## config.mk

```make
export PLATFORM = sky130hd
export DESIGN_NAME = spi_flash_cmd
export DESIGN_NICKNAME = d
export VERILOG_FILES = /design/src/rtl/spi_flash_pkg.sv /design/src/rtl/spi_flash_xfer.sv /design/src/rtl/spi_flash_cmd.sv
export SDC_FILE = /design/constraint.sdc
export NUM_CORES = 1
export LEC_CHECK = 0
export CAP_MARGIN = 20
export CORE_ASPECT_RATIO = 1.25
export CORE_MARGIN = 2
export CORE_UTILIZATION = 42
export CTS_BUF_LIST = sky130_fd_sc_hd__clkbuf_4 sky130_fd_sc_hd__clkbuf_8
export CTS_CLUSTER_SIZE = 14
export DETAILED_ROUTE_END_ITERATION = 6
export GPL_TIMING_DRIVEN = 0
export PLACE_DENSITY_LB_ADDON = 0.05
export REMOVE_ABC_BUFFERS = 1
export SETUP_SLACK_MARGIN = 0.3
export SKIP_CTS_REPAIR_TIMING = 1
export SLEW_MARGIN = 20
export SYNTH_ARGS = -nofsm -noshare
export SYNTH_HDL_FRONTEND = slang
export SYNTH_HIERARCHICAL = 1
export SYNTH_SLANG_ARGS = --single-unit
export TNS_END_PERCENT = 20
```

## constraint.sdc

```tcl
create_clock -name sys_clk -period 2.5 [get_ports sys_clk]
set_input_delay 0.375 -clock sys_clk [delete_from_list [all_inputs] [get_ports sys_clk]]
set_output_delay 0.375 -clock sys_clk [all_outputs]
set_load 0.05 [all_outputs]
```

## src/rtl/spi_flash_pkg.sv

```systemverilog
// Shared definitions for the SPI-flash command sequencer: operation codes, flash opcodes,
// frame lengths, FSM state types and the frame builders.
package spi_flash_pkg;

   localparam logic [2:0] OP_READ_ID = 3'd0;
   localparam logic [2:0] OP_READ    = 3'd1;
   localparam logic [2:0] OP_PROG    = 3'd2;
   localparam logic [2:0] OP_ERASE   = 3'd3;
   localparam logic [2:0] OP_RDSR    = 3'd4;

   localparam logic [7:0] CMD_RDID = 8'h9F;
   localparam logic [7:0] CMD_READ = 8'h03;
   localparam logic [7:0] CMD_PP   = 8'h02;
   localparam logic [7:0] CMD_SE   = 8'h20;
   localparam logic [7:0] CMD_RDSR = 8'h05;
   localparam logic [7:0] CMD_WREN = 8'h06;

   localparam logic [7:0] LEN_RDID = 8'd32;
   localparam logic [7:0] LEN_READ = 8'd40;
   localparam logic [7:0] LEN_PP   = 8'd40;
   localparam logic [7:0] LEN_SE   = 8'd32;
   localparam logic [7:0] LEN_RDSR = 8'd16;
   localparam logic [7:0] LEN_WREN = 8'd8;

   typedef enum logic [2:0] {StIdle, StWren, StCmd, StPoll, StGap, StFin} cmd_state_e;
   typedef enum logic [1:0] {XfIdle, XfWaitAct, XfWaitDone} xfer_state_e;

   typedef struct packed {
      logic [7:0]   len;
      logic [127:0] data;
   } frame_t;

   function automatic logic op_valid(input logic [2:0] op);
      return op <= OP_RDSR;
   endfunction

   // Program and erase need a write-enable frame first.
   function automatic logic needs_wren(input logic [2:0] op);
      return (op == OP_PROG) || (op == OP_ERASE);
   endfunction

   // Right-aligned command frame; bits above len stay zero.
   function automatic frame_t cmd_frame(input logic [2:0] op, input logic [23:0] addr,
                                        input logic [7:0] wdata);
      frame_t f;
      f = '0;
      case (op)
         OP_READ_ID: begin
            f.len        = LEN_RDID;
            f.data[31:0] = {CMD_RDID, 24'h000000};
         end
         OP_READ: begin
            f.len        = LEN_READ;
            f.data[39:0] = {CMD_READ, addr, 8'h00};
         end
         OP_PROG: begin
            f.len        = LEN_PP;
            f.data[39:0] = {CMD_PP, addr, wdata};
         end
         OP_ERASE: begin
            f.len        = LEN_SE;
            f.data[31:0] = {CMD_SE, addr};
         end
         OP_RDSR: begin
            f.len        = LEN_RDSR;
            f.data[15:0] = {CMD_RDSR, 8'h00};
         end
         default: ;
      endcase
      return f;
   endfunction

   function automatic frame_t wren_frame();
      frame_t f;
      f           = '0;
      f.len       = LEN_WREN;
      f.data[7:0] = CMD_WREN;
      return f;
   endfunction

endpackage

```

## src/rtl/spi_flash_xfer.sv

```systemverilog
// One shift-engine transfer: launch pulse, wait for busy to rise (with timeout), wait for busy
// to fall. xfer_done/xfer_err are combinational pulses in the cycle the transfer ends so the
// caller can chain the next frame back-to-back.
module spi_flash_xfer
   import spi_flash_pkg::*;
#(
   parameter int unsigned ACT_TIMEOUT = 16
) (
   input  logic         sys_clk,
   input  logic         rst_n,
   input  logic         go,
   input  logic [7:0]   len,
   input  logic [127:0] data,
   input  logic         eng_busy,
   input  logic [127:0] eng_rdata,
   output logic         eng_start,
   output logic [7:0]   eng_len,
   output logic [127:0] eng_data,
   output logic         xfer_done,
   output logic         xfer_err,
   output logic [23:0]  xfer_rdata
);

   localparam int unsigned CntW = $clog2(ACT_TIMEOUT + 1);

   xfer_state_e     state_q;
   logic [CntW-1:0] act_cnt_q;
   logic            unused_rdata;

   assign xfer_done    = (state_q == XfWaitDone) && !eng_busy;
   assign xfer_err     = (state_q == XfWaitAct) && !eng_busy &&
                         (act_cnt_q == CntW'(ACT_TIMEOUT - 1));
   assign xfer_rdata   = eng_rdata[23:0];
   assign unused_rdata = ^eng_rdata[127:24];

   // Transfer handshake; the frame registers hold until the next launch.
   always_ff @(posedge sys_clk) begin
      if (!rst_n) begin
         state_q   <= XfIdle;
         act_cnt_q <= '0;
         eng_start <= 1'b0;
         eng_len   <= '0;
         eng_data  <= '0;
      end else begin
         eng_start <= 1'b0;
         case (state_q)
            XfWaitAct: begin
               // Busy seen in the launch cycle already counts as activity.
               if (eng_busy)      state_q <= XfWaitDone;
               else if (xfer_err) state_q <= XfIdle;
               else               act_cnt_q <= act_cnt_q + 1'b1;
            end
            XfWaitDone: if (!eng_busy) state_q <= XfIdle;
            default: ;
         endcase
         if (go) begin
            state_q   <= XfWaitAct;
            act_cnt_q <= '0;
            eng_start <= 1'b1;
            eng_len   <= len;
            eng_data  <= data;
         end
      end
   end

endmodule

```

## src/rtl/spi_flash_cmd.sv

```systemverilog
// SPI-flash command sequencer: turns high-level operations into shift-engine frames, inserts
// WREN ahead of program/erase and returns the extracted result.
// Build option: define SPI_FLASH_WIP_POLL_EN to poll RDSR until WIP clears after program/erase.
module spi_flash_cmd
   import spi_flash_pkg::*;
#(
   parameter int unsigned ACT_TIMEOUT = 16
`ifdef SPI_FLASH_WIP_POLL_EN
   ,
   parameter int unsigned POLL_MAX = 65535,
   parameter int unsigned POLL_GAP = 8
`endif
) (
   input  logic         sys_clk,
   input  logic         rst_n,
   input  logic         req_valid,
   output logic         req_ready,
   input  logic [2:0]   req_op,
   input  logic [23:0]  req_addr,
   input  logic [7:0]   req_wdata,
   output logic         done,
   output logic         err,
   output logic [23:0]  rdata,
   output logic         eng_start,
   output logic [7:0]   eng_len,
   output logic [127:0] eng_data,
   input  logic [127:0] eng_rdata,
   input  logic         eng_busy
);

   cmd_state_e  state_q;
   logic [2:0]  op_q;
   logic [23:0] addr_q;
   logic [7:0]  wdata_q;
   logic        accept;
   logic        go;
   frame_t      frame;
   logic        xfer_done;
   logic        xfer_err;
   logic [23:0] xfer_rdata;

`ifdef SPI_FLASH_WIP_POLL_EN
   localparam int unsigned PollW = $clog2(POLL_MAX + 1);
   localparam int unsigned GapW  = $clog2(POLL_GAP + 1);
   logic [PollW-1:0] poll_cnt_q;
   logic [GapW-1:0]  gap_cnt_q;
`endif

   // Ready only in idle with the engine quiet, so an aborted frame drains first.
   assign req_ready = rst_n && (state_q == StIdle) && !eng_busy;
   assign accept    = req_valid && req_ready;

   // Select the next frame and launch it in the same edge the previous step completes.
   always_comb begin
      go    = 1'b0;
      frame = '0;
      case (state_q)
         StIdle: begin
            if (accept && op_valid(req_op)) begin
               go    = 1'b1;
               frame = needs_wren(req_op) ? wren_frame()
                                          : cmd_frame(req_op, req_addr, req_wdata);
            end
         end
         StWren: begin
            if (xfer_done) begin
               go    = 1'b1;
               frame = cmd_frame(op_q, addr_q, wdata_q);
            end
         end
`ifdef SPI_FLASH_WIP_POLL_EN
         StCmd: begin
            if (xfer_done && needs_wren(op_q)) begin
               go    = 1'b1;
               frame = cmd_frame(OP_RDSR, 24'h0, 8'h0);
            end
         end
         StGap: begin
            if (gap_cnt_q == GapW'(POLL_GAP - 1)) begin
               go    = 1'b1;
               frame = cmd_frame(OP_RDSR, 24'h0, 8'h0);
            end
         end
`endif
         default: ;
      endcase
   end

   // Operation sequencing with registered done/err/rdata.
   always_ff @(posedge sys_clk) begin
      if (!rst_n) begin
         state_q <= StIdle;
         op_q    <= '0;
         addr_q  <= '0;
         wdata_q <= '0;
         done    <= 1'b0;
         err     <= 1'b0;
         rdata   <= '0;
`ifdef SPI_FLASH_WIP_POLL_EN
         poll_cnt_q <= '0;
         gap_cnt_q  <= '0;
`endif
      end else begin
         done <= 1'b0;
         err  <= 1'b0;
         case (state_q)
            StIdle: begin
               if (accept) begin
                  op_q    <= req_op;
                  addr_q  <= req_addr;
                  wdata_q <= req_wdata;
                  if (!op_valid(req_op)) begin
                     state_q <= StFin;
                     done    <= 1'b1;
                     err     <= 1'b1;
                  end else if (needs_wren(req_op)) begin
                     state_q <= StWren;
                  end else begin
                     state_q <= StCmd;
                  end
               end
            end
            StWren: begin
               if (xfer_err) begin
                  state_q <= StFin;
                  done    <= 1'b1;
                  err     <= 1'b1;
               end else if (xfer_done) begin
                  state_q <= StCmd;
               end
            end
            StCmd: begin
               if (xfer_err) begin
                  state_q <= StFin;
                  done    <= 1'b1;
                  err     <= 1'b1;
               end else if (xfer_done) begin
                  if (needs_wren(op_q)) begin
`ifdef SPI_FLASH_WIP_POLL_EN
                     state_q    <= StPoll;
                     poll_cnt_q <= '0;
`else
                     state_q <= StFin;
                     done    <= 1'b1;
                     rdata   <= '0;
`endif
                  end else begin
                     state_q <= StFin;
                     done    <= 1'b1;
                     rdata   <= (op_q == OP_READ_ID) ? xfer_rdata : {16'h0, xfer_rdata[7:0]};
                  end
               end
            end
`ifdef SPI_FLASH_WIP_POLL_EN
            StPoll: begin
               if (xfer_err) begin
                  state_q <= StFin;
                  done    <= 1'b1;
                  err     <= 1'b1;
               end else if (xfer_done) begin
                  if (!xfer_rdata[0]) begin
                     state_q <= StFin;
                     done    <= 1'b1;
                     rdata   <= {16'h0, xfer_rdata[7:0]};
                  end else if (poll_cnt_q == PollW'(POLL_MAX - 1)) begin
                     state_q <= StFin;
                     done    <= 1'b1;
                     err     <= 1'b1;
                  end else begin
                     poll_cnt_q <= poll_cnt_q + 1'b1;
                     gap_cnt_q  <= '0;
                     state_q    <= StGap;
                  end
               end
            end
            StGap: begin
               if (gap_cnt_q == GapW'(POLL_GAP - 1)) state_q <= StPoll;
               else                                  gap_cnt_q <= gap_cnt_q + 1'b1;
            end
`endif
            StFin:   state_q <= StIdle;
            default: state_q <= StIdle;
         endcase
      end
   end

   spi_flash_xfer #(
      .ACT_TIMEOUT(ACT_TIMEOUT)
   ) u_xfer (
      .sys_clk   (sys_clk),
      .rst_n     (rst_n),
      .go        (go),
      .len       (frame.len),
      .data      (frame.data),
      .eng_busy  (eng_busy),
      .eng_rdata (eng_rdata),
      .eng_start (eng_start),
      .eng_len   (eng_len),
      .eng_data  (eng_data),
      .xfer_done (xfer_done),
      .xfer_err  (xfer_err),
      .xfer_rdata(xfer_rdata)
   );

endmodule
```

# Word-level counts from Yosys, hierarchy flattened
# Cells that the tools add are included.
[totals] reg_bits=208 out_inout_bits=164
[op_classes] n_addsub=1 order_cmp=1 n_eq_ne=20 muxes=37 bitwise_logic=3 reduce_logical=27
[ops] operator="two-way mux 136 bit" count=2
[ops] operator="case mux 136 bit (2 select lines)" count=1
[ops] operator="two-way mux 134 bit" count=1
[ops] operator="case mux 16 bit (4 select lines)" count=2
[ops] operator="case mux 16 bit (3 select lines)" count=2
[ops] operator="two-way mux 24 bit" count=2
[ops] operator="case mux 6 bit (3 select lines)" count=2
[ops] operator="two-way mux 3 bit" count=6
[ops] operator="== test 3 x 2 -> 1 bit (second input constant)" count=5
[ops] operator="AND reduction 3 bit" count=5
[ops] operator="case mux 2 bit (2 select lines)" count=3
[ops] operator="OR reduction 2 bit" count=6
[ops] operator="== test 3 x 1 -> 1 bit (second input constant)" count=3
[ops] operator="zero test 3 bit" count=3
[ops] operator="case mux 3 bit (3 select lines)" count=1
[ops] operator="two-way mux 1 bit" count=8
[ops] operator="two-way mux 2 bit" count=4
[ops] operator="logical AND 1 bit" count=7
[ops] operator="== test 3 bit (second input constant)" count=2
[ops] operator="inequality test 3 x 1 -> 1 bit (second input constant)" count=2
[ops] operator="adder 5 x 1 -> 5 bit (second input constant)" count=1
[ops] operator="== test 5 x 4 -> 1 bit (second input constant)" count=1
[ops] operator="inequality test 2 bit (second input constant)" count=2
[ops] operator="inequality test 4 x 3 -> 1 bit (second input constant)" count=1
[ops] operator="other kinds (13)" count=17

# Depth between registers and ports, before layout
# Gate-level depths: netlist of run 1.
[logic_depth] depth_word=9 ltp_mapped=11

# By module
# The synthesis of run 1 kept the hierarchy.
[by_module_without_submodules] mod="spi_flash_xfer" instances=1 cells_each=502 area_per_inst_um2=5606.6 seq_area_each_um2=2882.8
[by_module_without_submodules] mod="spi_flash_cmd" instances=1 cells_each=426 area_per_inst_um2=3393.3 seq_area_each_um2=1281.2

# Least setup slack after synthesis of run 1
# Ideal clock, no wire load.
[synth_timing] path_type="reg-to-reg" start="reg state_q[0] (netlist name)" end="reg u_xfer.act_cnt_q[4]" setup_ps=140 arrival_ps=2286 t_required_ps=2360 path_slack_ps=74 stages_incl_launch_ff=12 n_path_buf=6 cell_sequence="dfxtp_1 buf_2 nor3b_4 nand3_4 clkbuf_1 clkbuf_1 o21ai_0 clkbuf_1 buf_2 buf_2 nand2b_1 a211oi_1"
[synth_rtl] element="to (signal assigned)" line_no="spi_flash_xfer.sv:51" source="else act_cnt_q <= act_cnt_q + 1'b1;"
[synth_rtl] element="to (decl)" line_no="spi_flash_xfer.sv:27" source="logic [CntW-1:0] act_cnt_q;"

==> results of run 1 <==
[worst max-delay path: stages, from the launching register on]
cell and delay (ns):
sky130_fd_sc_hd__dfxtp_4 0.39, sky130_fd_sc_hd__nor3b_4 0.27, sky130_fd_sc_hd__buf_4 0.19, sky130_fd_sc_hd__and2_1 0.12, sky130_fd_sc_hd__clkbuf_2 0.28
[kinds of logic after synthesis]
logic type | synth area share (%)
xor+xnor | 0.4867
flops | 46.27
buf+inv | 5.339
mux | 16.02
other cells | 0.04167
simple gates | 19.98
compound gates | 11.48
fa+ha+maj | 0.3892
[power by group through the flow]
stage | Sequential, mW | Clock [mW] | Combinational (mW)
after global routing | 3.44 | 3.64 | 0.896
after detailed placement | 3.50 | 0 | 0.786
final | 3.43 | 3.38 | 0.836
after global placement | 3.50 | 0 | 0.934
after floorplan | 3.65 | 0 | 0.398
after CTS | 3.43 | 3.49 | 0.788
[cell type report]
cell class | instances | share of cell area [%]
clock buffer | 61 | 6.050
tap | 274 | 2.627
inverter | 4 | 0.1151
multi-input combinational | 726 | 37.15
clock inverter | 5 | 0.2109
sequential | 208 | 31.97
antenna | 1 | 0.01918
timing repair buffer | 264 | 21.86
[sequential cells by signal, summed over array words and instances (netlist names)]
signal            count
state_q               3
wdata_q               8
addr_q               24
err                   1
u_xfer/eng_len        8
done                  1
u_xfer/eng_start      1
op_q                  3
u_xfer/eng_data     128
u_xfer/act_cnt_q      5
u_xfer/state_q        2
rdata                24
[layer usage]
layer  wire length, um  track usage [%]  vias up
met5                 0                0        -
met4               331            5.208        0
met3              1970            6.328       32
met2             11260            31.83      222
met1             10470            25.47     3389
li1                  -                -     3698
[how the worst max path moves through the flow]
stage,startpoint,end,cells after the start
after floorplan,state_q[0],u_xfer/state_q[0],5
after global placement,rst_n,u_xfer/eng_data[0],6
after detailed placement,rst_n,u_xfer/eng_data[70],11
after CTS,rst_n,u_xfer/eng_data[70],11
after global routing,u_xfer/act_cnt_q[0],rdata[14],9
final,state_q[0],req_ready,4
[cells in the final DEF (no fill, tap or decap), drive strengths merged, types with 3 or more instances in the layout]
cell and n:
a21boi 59, a21oi 14, a22oi 22, and2 4, and3 6, buf 37, clkbuf 64, clkdlybuf4s50 221
clkinv 4, conb 99, dfxtp 208, dlymetal6s2s 3, inv 4, mux2i 144, nand2 109, nand3 32
nor2 19, nor2b 145, nor3b 3, o21ai 7, o22ai 14, o2bb2ai 11, or3 4, xor2 3
==> out/results.md, run 1 <==
| Quantity | This run |
| --- | --- |
| Number of different library cells in the post-synthesis netlist | 50 |
| Tot GR Track Use | 19.73% |
| Aggregate global routing overflow | 0 |
| Setup violation total in the final timing report | 0 |
| Number of register bits inferred by synthesis | 208 |
| Power density over the cells | 586.4 mW/mm2 |
| Fraction of final layout cells with drive strength greater than 1 | 11.04% |
| Worst slack on hold paths | 0.2340 ns |
| Count of fill cells added during filler insertion | 1,838 |
| Cells on Worst Hold Path | 2 |
| Async SR Flop Fraction | 0% |
| Post-layout total power | 7.652 mW |
| Via count | 7,341 |
| Port Buffer Count | 226 |
| Worst IR Drop VDD | 0.3768 mV |
| Register area | 0.004172 mm2 |
| Clk_lat worst skew | 0.53 ns |
| Setup Slack @ Placement | -1.271 ns |
| Hold WC Path Type | primary input to flip-flop |
| Hold Fails Final Rpt | 0 |
| Path depth of the worst reg2reg path | 9 |
| Sequential element share of the synthesized area | 46.27% |
| Number of global-route vias before repair | 6,817 |
| CTS clk-pin slew, worst paths | 0.06 ns |
| Cts bufs inserted | 37 |
| HPWL reported at the end of detailed placement | 14,880 um |
| Internal | 5.753 mW |
| Critical path capture point type | output pin |
| Result of the run | complete, no violations |
| Share of total power in sequential cells | 44.8% |
| Fin crit share | 86.54% |
| Total placed instance area | 0.01185 mm2 |
| Peak Freq | 0.4622 GHz |
| Sink count of the clock tree | 208 |
| Main synth FF type | sky130_fd_sc_hd__dfxtp_1 |
| Clock tree skew after final layout | 0.02167 ns |
| First-pass iteration count of the detailed router | 5 |
| Final instance area | 0.01305 mm2 |
| Reg-to-reg setup timing slack | 0.34 ns |
| Post-detailed-route wirelength per cell | 15.58 um |
| Synthesis Warnings | 6 |
| Actual transition at the worst max-transition pin | 0.8208 ns |
| Highest fanout seen on the critical path | 10 |
| Core Footprint | 0.02089 mm2 |
| Most frequent cell after synthesis | sky130_fd_sc_hd__dfxtp_1 |
| Number of max-cap violations | 0 |
| Start of the worst register-to-register path | u_xfer/act_cnt_q[0] |
| Worst slew margin relative to its limit | 45.09% |
| Largest area contributor in the synthesized netlist | sky130_fd_sc_hd__dfxtp_1 |
| Number of enable flip-flop cells after synthesis | 0 |
| Worst Setup Path Type | flip-flop to output pin |
| Gate power share | 10.9% |
| Netlist area before placement | 0.009000 mm2 |
| Mean area per synthesized cell | 9.698 um2 |
| Relative contribution of the clock network to total power | 44.2% |
| Share of the synthesized area in the top cell type | 46.27% |
| P&R area growth vs syn | 45.00% |
| Count of H-tree levels built during CTS | 2 |
| Req. time, crit path | 2.12 ns |
| Non-filler cells, final | 1,543 |
| Final sum of negative setup slack | 0 ns |
| R2R Path End | rdata[21] |
| Max Slew Vio Count | 0 |
| RSZ-0062 raised after global routing | true |
| Final Routed Wirelength | 24,040 um |
| Wire length of the first global-routing pass | 36,160 um |
| Initial core utilization | 43.08% |
| Count of placed standard cells including taps | 1,448 |
| Number of rows in the core area | 59 |
| Bufs on Longest Clock Path | 3 |
| Remaining antenna violation count after routing | 0 |
| Fraction of power spent switching nets | 24.82% |
| RD Place Congestion | 0.8011 |
| I/O pin count | 331 |
| Pin count of the biggest net entering global routing | 105 |
| Most used standard cells in the synthesized netlist | 208 x sky130_fd_sc_hd__dfxtp_1, 145 x sky130_fd_sc_hd__nor2b_1, 144 x sky130_fd_sc_hd__mux2i_1, 109 x sky130_fd_sc_hd__nand2_1, 58 x sky130_fd_sc_hd__a21boi_0 |
| DRC marker count from the first detailed-route iteration | 264 |
| Synth Instances | 928 |
| Area enclosed by the die boundary | 0.02262 mm2 |
| Switching Power | 1.899 mW |
| Area of combinational cells with multiple inputs | 0.004848 mm2 |
| Kind of launch point of the worst setup path | flip-flop |
| CTS tree | yes |
| Die Ht | 167.7 um |
| Ranking of synthesized cells by area | sky130_fd_sc_hd__dfxtp_1 46%, sky130_fd_sc_hd__mux2i_1 16%, sky130_fd_sc_hd__nor2b_1 10%, sky130_fd_sc_hd__a21boi_0 4.8%, sky130_fd_sc_hd__nand2_1 4.5% |
| Worst Hold Launch | rst_n |
| Fin nets | 1,410 |
| Post-Route Utilization | 62.47% |
| Post-route setup slack | 0.3365 ns |
| Residual DRC count | 0 |
| Time the final worst path needs with I/O delays and setup | 2.163 ns |
| Number of antenna violations at the first check in global routing | 2 |
| Capture endpoint of the worst hold path | rdata[8] |
| P_leak | 4.491 nW |
| Vias per Instance | 4.758 |
| Root cell of the clock tree | sky130_fd_sc_hd__clkbuf_8 |
| Critical path arrival | 1.79 ns |
| Die Wd | 134.9 um |
No activity file was read; power rests on OpenSTA's default activity.
==> inputs of run 2 (changes only) <==
--- a/config.mk
+++ b/config.mk
@@ -5,10 +5,11 @@
 export SDC_FILE = /design/constraint.sdc
 export NUM_CORES = 1
 export LEC_CHECK = 0
+export ABC_AREA = 1
 export CAP_MARGIN = 20
 export CORE_ASPECT_RATIO = 1.25
 export CORE_MARGIN = 2
-export CORE_UTILIZATION = 42
+export CORE_UTILIZATION = 41
 export CTS_BUF_LIST = sky130_fd_sc_hd__clkbuf_4 sky130_fd_sc_hd__clkbuf_8
 export CTS_CLUSTER_SIZE = 14
 export DETAILED_ROUTE_END_ITERATION = 6
==> run 2 against run 1 <==
Net effect: critical path depth increased by 7; non-clock buffer count fell by 12; clock power decreased by 7.1%; critical path type is now flip-flop to flip-flop; critical endpoint is now u_xfer/eng_data[37]; highest routed layer is now met5.
==> out/results.md, run 2 <==
| Quantity | This run |
| --- | --- |
| Result of the run | complete, no violations |
| First-pass iteration count of the detailed router | 4 |
| Core Footprint | 0.01940 mm2 |
| Path depth of the worst reg2reg path | 11 |
| Biggest cell delay along the critical path | 0.34 ns |
| Most used standard cells in the synthesized netlist | 208 x sky130_fd_sc_hd__dfxtp_1, 136 x sky130_fd_sc_hd__a22o_1, 116 x sky130_fd_sc_hd__nand2_1, 73 x sky130_fd_sc_hd__a21oi_1 |
| Ranking of synthesized cells by area | sky130_fd_sc_hd__dfxtp_1 51%, sky130_fd_sc_hd__a22o_1 15%, sky130_fd_sc_hd__nand2_1 5.4%, sky130_fd_sc_hd__a21oi_1 4.5%, sky130_fd_sc_hd__buf_6 3.6% |
| Cell type group with the largest total delay on the critical path | buffers and inverters |
| Flip-flop count of the largest register after layout | 128 |
| Count of placed standard cells including taps | 1,377 |
| Number of register bits inferred by synthesis | 208 |
| Root cell of the clock tree | sky130_fd_sc_hd__clkbuf_8 |
| Final Routed Wirelength | 22,950 um |
| Main synth FF type | sky130_fd_sc_hd__dfxtp_1 |
| Wire length of the first global-routing pass | 34,810 um |
| Most frequent cell after synthesis | sky130_fd_sc_hd__dfxtp_1 |
| Number of global-route vias before repair | 6,690 |
| Actual transition at the worst max-transition pin | 0.7662 ns |
| Time the final worst path needs with I/O delays and setup | 2.108 ns |
| Vias per Instance | 4.851 |
| Peak Freq | 0.4744 GHz |
| Reg-to-reg setup timing slack | 0.39 ns |
| Worst IR Drop VDD | 0.3753 mV |
| Power density over the cells | 727.5 mW/mm2 |
| Kind of launch point of the worst setup path | flip-flop |
| Critical path cell sequence | nor2_4 > nand2_4 > nor2_4 > nand2_8 > o21ai_4 > nor2_4 > buf_12 > buf_16 > buf_16 > clkbuf_16 > a22o_1 |
| RD Place Congestion | 0.8081 |
| Fin nets | 1,340 |
| Area enclosed by the die boundary | 0.02093 mm2 |
| Sink count of the clock tree | 208 |
| Residual DRC count | 0 |
| Clock tree skew after final layout | 0.01738 ns |
| Post-route setup slack | 0.3919 ns |
| Aggregate global routing overflow | 0 |
| Max Slew Vio Count | 0 |
| Origin of the worst setup path | state_q[1] |
| Critical path capture point type | flip-flop |
| Synth Instances | 861 |
| Sequential element share of the synthesized area | 51.34% |
| Number of max-cap violations | 0 |
| Post-layout total power | 8.502 mW |
| Highest fanout seen on the critical path | 25 |
| RSZ-0062 raised after global routing | false |
| Leading cell type in the layout, fill and taps excluded | sky130_fd_sc_hd__clkdlybuf4s50_1 |
| Bufs on Longest Clock Path | 3 |
| Worst Setup Path Type | flip-flop to flip-flop |
| Pin count of the biggest net entering global routing | 83 |
| Critical path buffer and inverter count | 4 |
| Capture endpoint of the worst hold path | op_q[1] |
| Fin crit share | 84.33% |
| Remaining antenna violation count after routing | 0 |
| Setup violation total in the final timing report | 0 |
| Setup Slack @ Placement | -0.8921 ns |
| DRC marker count from the first detailed-route iteration | 285 |
| Reg with most FFs | u_xfer/eng_data |
| Number of antenna violations at the first check in global routing | 1 |
| Worst Hold Launch | req_op[1] |
| Async SR Flop Fraction | 0% |
| Die Ht | 161.2 um |
| Hold Fails Final Rpt | 0 |
| Count of fill cells added during filler insertion | 1,773 |
| Post-Route Utilization | 60.25% |
| Number of different library cells in the post-synthesis netlist | 31 |
| HPWL reported at the end of detailed placement | 14,330 um |
| Fraction of final layout cells with drive strength greater than 1 | 11.13% |
| Worst slew margin relative to its limit | 48.64% |
| Commonest non-fill, non-tap cells in the layout | 222 x sky130_fd_sc_hd__clkdlybuf4s50_1, 205 x sky130_fd_sc_hd__dfxtp_1, 136 x sky130_fd_sc_hd__a22o_1 |
| I/O pin count | 331 |
| Number of rows in the core area | 57 |
| Final sum of negative setup slack | 0 ns |
| P_leak | 4.630 nW |
| Port Buffer Count | 226 |
| Cells on Worst Hold Path | 3 |
| Number of enable flip-flop cells after synthesis | 0 |
| Die Wd | 129.8 um |
| CTS tree | yes |
| Worst path slowest cell | sky130_fd_sc_hd__dfxtp_2 |
| Non-filler cells, final | 1,461 |
| Post-detailed-route wirelength per cell | 15.71 um |
| Total placed instance area | 0.01063 mm2 |
| Cts bufs inserted | 36 |
| Req. time, crit path | 2.91 ns |
| Share of the synthesized area in the top cell type | 51.34% |
| Netlist area before placement | 0.008110 mm2 |
| Via count | 7,087 |
| Final instance area | 0.01169 mm2 |
| Count of H-tree levels built during CTS | 2 |
| Mean area per synthesized cell | 9.420 um2 |
| R2R Path End | u_xfer/eng_data[37] |
| Dominant cell type by count on the critical path | sky130_fd_sc_hd__nor2_4 |
| Critical path arrival | 2.52 ns |
| Initial core utilization | 41.81% |
| Worst slack on hold paths | 0.3954 ns |
| Clk_lat worst skew | 0.52 ns |
| P&R area growth vs syn | 44.11% |
| Largest area contributor in the synthesized netlist | sky130_fd_sc_hd__dfxtp_1 |
| Registers with the most flip-flops | u_xfer/eng_data x128, addr_q x24, rdata x24 |
| CTS clk-pin slew, worst paths | 0.06 ns |
| Start of the worst register-to-register path | state_q[1] |
| Synthesis Warnings | 6 |
| Hold WC Path Type | primary input to flip-flop |
| Tot GR Track Use | 20.35% |
## run 2: changes by cell type after synthesis, sizes merged, moves of 6 or more
cell	delta
a21boi	-59
a21oi	+59
a22o	+136
buf	+25
clkbuf	-34
inv	+46
mux2i	-144
nand2	+12
nor2	+29
nor2b	-145
o21ai	+55
o22ai	-6
o2bb2ai	-11
## run 2: metal layers
layer  track usage (%)  vias to the layer above  wire, um
met5                 0                        -        10
li1                  -                     3549         -
met1             26.37                     3263      9978
met2             31.79                      233     10550
met4             6.745                        2       531
met3             6.823                       40      1872
## run 2: cell type report
type | instances | area [um2] | share of cell area [%]
sequential | 208 | 4168 | 35.66
multi-input combinational | 620 | 3555 | 30.41
timing repair inverter | 2 | 17.52 | 0.1499
clock inverter | 3 | 20.02 | 0.1713
tap | 265 | 331.6 | 2.837
antenna | 1 | 2.502 | 0.02141
inverter | 51 | 220.2 | 1.884
timing repair buffer | 252 | 2661 | 22.77
clock buffer | 59 | 711.9 | 6.091
## run 2: worst max-delay path by stage
stage,depth (start not counted),endpoint
6_report,11,u_xfer/eng_data[37]
5_1_grt,10,u_xfer/eng_data[17]
4_1_cts,9,u_xfer/eng_data[17]
3_5_place_dp,9,u_xfer/eng_data[28]
3_3_place_gp,8,u_xfer/state_q[1]
2_1_floorplan,8,u_xfer/eng_data[0]
## run 2: worst reg2reg max path, cell delays in order, from the launching register on
cell	delay, ns
sky130_fd_sc_hd__dfxtp_2	0.34
sky130_fd_sc_hd__nor2_4	0.15
sky130_fd_sc_hd__nand2_4	0.09
sky130_fd_sc_hd__nor2_4	0.20
sky130_fd_sc_hd__nand2_8	0.07
sky130_fd_sc_hd__o21ai_4	0.20
sky130_fd_sc_hd__nor2_4	0.06
sky130_fd_sc_hd__buf_12	0.15
sky130_fd_sc_hd__buf_16	0.17
sky130_fd_sc_hd__buf_16	0.17
sky130_fd_sc_hd__clkbuf_16	0.19
sky130_fd_sc_hd__a22o_1	0.21
## run 2: cell families (layout without fill, tap and decap cells)
| family | after synthesis | after routing | synth area share [%] |
|---|---|---|---|
| DFF | 208 | 208 | 51.34 |
| buffers and inverters | 133 | 367 | 10.29 |
| other | 1 | 100 | 0.04624 |
| AOI/OAI and AO/OA | 305 | 305 | 26.04 |
| xor gates and xnor gates | 1 | 1 | 0.1080 |
| adders and majority gates | 2 | 2 | 0.3085 |
| and+or+nand+nor | 211 | 213 | 11.86 |
## run 2: power by group
group	total [mW]	internal (mW)	switching, mW
sequential	3.64	3.51	0.130
combinational	1.73	0.621	1.11
clock	3.14	1.79	1.35
